[config.mk]
export PLATFORM = sky130hd
export DESIGN_NAME = kxk_window_gen
export DESIGN_NICKNAME = d
export VERILOG_FILES = /design/src/rtl/kxk_window_gen.sv
export SDC_FILE = /design/constraint.sdc
export NUM_CORES = 1
export LEC_CHECK = 0
export CELL_PAD_IN_SITES_DETAIL_PLACEMENT = 1
export CELL_PAD_IN_SITES_GLOBAL_PLACEMENT = 1
export CORE_MARGIN = 5
export CORE_UTILIZATION = 40
export DETAILED_ROUTE_END_ITERATION = 8
export PLACE_DENSITY_LB_ADDON = 0.05
export SLEW_MARGIN = 20
export SYNTH_ARGS = -nofsm -noshare
export SYNTH_HDL_FRONTEND = slang
export SYNTH_SLANG_ARGS = --single-unit
[constraint.sdc]
create_clock -name clk -period 2.85 [get_ports clk]
set_input_delay 0.57 -clock clk [delete_from_list [all_inputs] [get_ports clk]]
set_output_delay 0.57 -clock clk [all_outputs]
set_load 0.1 [all_outputs]
[src/rtl/kxk_window_gen.sv]
// kxk_window_gen: assembles KxK pixel windows from a stream of vertical columns.
// Optional macro KXK_WINDOW_EDGE_REPLICATE_EN: emit from the first column, replicating the left edge.
module kxk_window_gen #(
    parameter int DATA_W = 8,
    parameter int K      = 3,
    parameter int X_W    = 11,
    parameter int Y_W    = 10
) (
    input  logic                  clk,
    input  logic                  reset,
    input  logic                  in_valid,
    output logic                  in_ready,
    input  logic [K*DATA_W-1:0]   in_col,
    input  logic [X_W-1:0]        in_x,
    input  logic [Y_W-1:0]        in_y,
    output logic                  out_valid,
    input  logic                  out_ready,
    output logic [K*K*DATA_W-1:0] out_win,
    output logic [X_W-1:0]        out_x,
    output logic [Y_W-1:0]        out_y
);
    localparam int COL_W  = K*DATA_W;
    localparam int WIN_W  = K*COL_W;
    localparam int FILL_W = $clog2(K);

    logic [COL_W-1:0] hist_q [K-1];
    logic [COL_W-1:0] hist_d [K-1];
    logic [COL_W-1:0] eff_hist [K-1];
    logic             new_line_q;
    logic             out_valid_q;
    logic [WIN_W-1:0] out_win_q;
    logic [WIN_W-1:0] out_win_d;
    logic [X_W-1:0]   out_x_q;
    logic [Y_W-1:0]   out_y_q;
    logic             line_start;
    logic             accept;
    logic             emit;

    assign in_ready   = !reset && (!out_valid_q || out_ready);
    assign accept     = in_valid && in_ready;
    assign line_start = (in_x == '0) || new_line_q;

    assign out_valid = out_valid_q;
    assign out_win   = out_win_q;
    assign out_x     = out_x_q;
    assign out_y     = out_y_q;

`ifdef KXK_WINDOW_EDGE_REPLICATE_EN
    assign emit = 1'b1;
`else
    // Count of real columns held in history; windows only leave once it is full.
    logic [FILL_W-1:0] fill_q;
    logic [FILL_W-1:0] fill_d;

    assign emit   = !line_start && (fill_q == FILL_W'(K-1)) && (in_x >= X_W'(K-1));
    assign fill_d = line_start ? FILL_W'(1) :
                    (fill_q == FILL_W'(K-1)) ? fill_q : fill_q + FILL_W'(1);
`endif

    always_comb begin
        for (int i = 0; i < K-1; i++) begin
`ifdef KXK_WINDOW_EDGE_REPLICATE_EN
            eff_hist[i] = line_start ? in_col : hist_q[i];
`else
            eff_hist[i] = line_start ? '0 : hist_q[i];
`endif
        end
        for (int i = 0; i < K-2; i++) begin
            hist_d[i] = eff_hist[i+1];
        end
        hist_d[K-2] = in_col;
        out_win_d = '0;
        for (int r = 0; r < K; r++) begin
            for (int c = 0; c < K-1; c++) begin
                out_win_d[(r*K+c)*DATA_W +: DATA_W] = eff_hist[c][r*DATA_W +: DATA_W];
            end
            out_win_d[(r*K+K-1)*DATA_W +: DATA_W] = in_col[r*DATA_W +: DATA_W];
        end
    end

    always_ff @(posedge clk) begin
        if (reset) begin
            for (int i = 0; i < K-1; i++) begin
                hist_q[i] <= '0;
            end
            new_line_q  <= 1'b1;
            out_valid_q <= 1'b0;
            out_win_q   <= '0;
            out_x_q     <= '0;
            out_y_q     <= '0;
`ifndef KXK_WINDOW_EDGE_REPLICATE_EN
            fill_q      <= '0;
`endif
        end else begin
            if (accept) begin
                for (int i = 0; i < K-1; i++) begin
                    hist_q[i] <= hist_d[i];
                end
                new_line_q <= 1'b0;
`ifndef KXK_WINDOW_EDGE_REPLICATE_EN
                fill_q     <= fill_d;
`endif
            end
            // A new window may replace the one being consumed in the same cycle.
            if (accept && emit) begin
                out_valid_q <= 1'b1;
                out_win_q   <= out_win_d;
                out_x_q     <= in_x;
                out_y_q     <= in_y;
            end else if (out_valid_q && out_ready) begin
                out_valid_q <= 1'b0;
            end
        end
    end
endmodule

==> metrics.json <==
{
  "synth_compound_gate_area_share_pct": 1.88,
  "final_area_um2": 7930,
  "synth.mux.area_fraction_pct": 20.3,
  "final_layout_size_suffix_gt1_share_pct": 38.3,
  "fin_worst_hold_slack_ns": 0.452,
  "setup_total_negative_slack_ns": 0,
  "mappedNetlistArea_um2": 5940,
  "power_leakage_nw": 3.54,
  "leading_cell_types_by_count_after_synthesis": "97 x sky130_fd_sc_hd__dfxtp_1, 87 x sky130_fd_sc_hd__nor2b_1, 50 x sky130_fd_sc_hd__mux2_4",
  "cts-hold-fix-buffers": 0,
  "fin_crit_sh_pct": 91.0,
  "drt_drc_violations_left": 0,
  "fmax_ghz": 0.385,
  "placedInstanceArea_um2": 7300,
  "grt_start_max_net_pins": 90,
  "postSynthNetCount": 489,
  "syn_inst": 439,
  "timing.critical_path.to_type": "flop",
  "p_per_area_nw_per_um2": 599,
  "detail_route.wirelength_um": 13500,
  "synth_cell_types": 32,
  "critical_path.cell_chain": "clkdlybuf4s50_1, or4_1, or4_1, nand3_4, buf_4, mux2_2",
  "cts_made_buffers": 17,
  "yosysSeqAreaShare_pct": 57.0,
  "tightest_slew_ns": 0.971,
  "fp.dieW_um": 132,
  "place_hpwl_um": 9080,
  "fin_ws_ns": 0.256,
  "yosysMostFrequentCell": "sky130_fd_sc_hd__dfxtp_1",
  "netlist_top_cells_area": "sky130_fd_sc_hd__dfxtp_1 33%, sky130_fd_sc_hd__edfxtp_1 24%, sky130_fd_sc_hd__mux2_4 13%",
  "antenna_violations_before_repair": 0,
  "area_share_of_the_leading_cell_type_in_the_synthesized_netlist_pct": 32.7,
  "worstPathMaxFanout": 12,
  "hold_path.class": "reg2reg",
  "worstPathRequired_ns": 3.16,
  "clock_insertion_delay_at_the_later_pin_of_the_skew_report_ns": 0.42,
  "gr-total-overflow": 0,
  "yosys_warning_total": 0,
  "ys_ff_latch": 145,
  "synth_async_sr_flop_share_pct": 0,
  "cp-start-kind": "input port",
  "vias_per_cell": 4.76,
  "cap_viol_max_count": 0,
  "cell_repeated_most_along_the_worst_path": "sky130_fd_sc_hd__or4_1",
  "synth_top_flop_cell": "sky130_fd_sc_hd__dfxtp_1",
  "cts.reportedPaths.clkPinSlew_ns": 0.06,
  "layout.nets": 638,
  "cts_tree": "built",
  "std_cell_rows": 44,
  "die-height_um": 132,
  "critPathArrivalTime_ns": 2.90,
  "fraction_of_synthesized_cell_area_in_xor_and_xnor_cells_pct": 0,
  "slew_headroom_pct": 35.3,
  "dr.pass1.iters": 4,
  "cts-root-to-sink-buffers": 2,
  "total_of_endpoints_with_negative_setup_slack_in_the_final_report": 0,
  "cts.sinks": 145,
  "place.port_buffers": 143,
  "place_congestion": 0.745,
  "slew_violations": 0,
  "io_pins": 144,
  "timing.final.crit_period_ns": 2.59,
  "worst-setup-path-type": "in2reg",
  "synth_area_per_cell_um2": 13.5,
  "synth_top_family_by_area": "multiplexers",
  "critPathSlowestCell": "sky130_fd_sc_hd__or4_1",
  "via_count": 3740,
  "pre_cts_ws_ns": -0.177,
  "vdd_ir_drop_max_v": 0.000442,
  "floorplan.initialDensity_pct": 40.8,
  "critical_path.max_stage_delay_ns": 0.55,
  "grt_setup_unrepaired": "false",
  "grtUsageTotal_pct": 15.9,
  "area_of_the_placeable_core_um2": 14500,
  "ant_cells": 0,
  "syn2layout_area_growth_pct": 33.5,
  "ant_nets": 0,
  "run_status": "completed",
  "postCtsSetupRepairBufs": 0,
  "synth_edf_count": 48,
  "grt_first_pass_wirelength_um": 22000,
  "dr.first_iter.drc_count": 136,
  "post_cts_resize_count": 0,
  "synth-adder-area-share_pct": 0.211,
  "yosys.area_share.simple_pct": 16.4,
  "setup_skew_after_layout_ns": 0.00589,
  "final-hold-violation-count": 0,
  "buffer_type_at_the_clock_tree_root": "sky130_fd_sc_hd__clkbuf_16",
  "post-synth-top-area-cell": "sky130_fd_sc_hd__dfxtp_1",
  "grt_pass1_vias": 4129,
  "floorplan.die_area_um2": 17400,
  "htree_num_levels": 4,
  "routedWlPerCell_um": 17.2
}
==> report_power, final <==
group | leakage (nW) | total, mW | internal (mW) | switching [mW]
combinational | 1.96 | 0.208 | 0.0940 | 0.114
sequential | 1.28 | 2.22 | 2.20 | 0.0229
clock | 0.296 | 2.32 | 1.46 | 0.856
total | 3.54 | 4.75 | 3.75 | 0.994
==> state kept, by name, indices dropped and copies added (netlist names) <==
| name | flops |
|---|---|
| out_valid | 1 |
| fill_q | 2 |
| hist_q | 48 |
| out_win | 72 |
| out_y | 10 |
| new_line_q | 1 |
| out_x | 11 |
==> placed cells by master (no fill, tap or decap), drive strengths merged, types with 4 or more instances in the layout <==
cell type,instances
buf,110
dfxtp,97
nor2b,87
mux2,87
and2,49
edfxtp,48
clkdlybuf4s50,47
clkbuf,18
inv,6
clkinv,6
o211ai,4
nand2,4
mux2i,4
bufinv,4
==> final timing paths <==
| path | endpoint | from | depth (start not counted) | slack [ns] |
|---|---|---|---|---|
| worst max-delay path | out_x[5] | in_x[4] | 6 | 0.26 |
| worst min-delay path | out_win[30] | hist_q[0][14] | 1 | 0.45 |
| worst max register to register | out_x[0] | new_line_q | 6 | 1.07 |
| worst min register to register | out_win[30] | hist_q[0][14] | 1 | 0.45 |
==> stage by stage <==
stage	power [mW]	util (%)	instances
2_1_floorplan	2.35	-	439
3_3_place_gp	2.47	50.2	753
3_5_place_dp	2.48	50.2	753
4_1_cts	4.82	54.5	785
5_1_grt	4.93	54.5	785
6_report	4.75	54.5	785
==> worst max-delay path: cells and delay by family <==
family                 cells  cell delay [ns]
muxes                      1             0.36
and+or+nand+nor            3             1.30
buffers and inverters      2             0.67
==> per-layer routing <==
metal  global-route usage [%]  up-vias  routed length, um
met1                     18.3     1830               5710
met4                     6.17        0                224
met3                     5.95       16                791
met2                     26.9       91               6810
met5                        0        -                  0
li1                         -     1803                  -
==> final cells by class <==
cell class	instances	area (um^2)
fillers	1471	6610
clock buffers	18	429
well taps	184	230
flip-flops and latches	145	3380
clock inverters	14	189
repair buffers	157	1360
inverters	5	18.8
multi-input cells	262	2320
==> kinds of logic after synthesis <==
logic type,Yosys count
flip-flops,145
AND/OR/NAND/NOR,155
buffers and inverters,32
multiplexers,91
adder cells (fa/ha/maj),1
AO/OA/AOI/OAI,15
(Power assumes the default switching activity.)
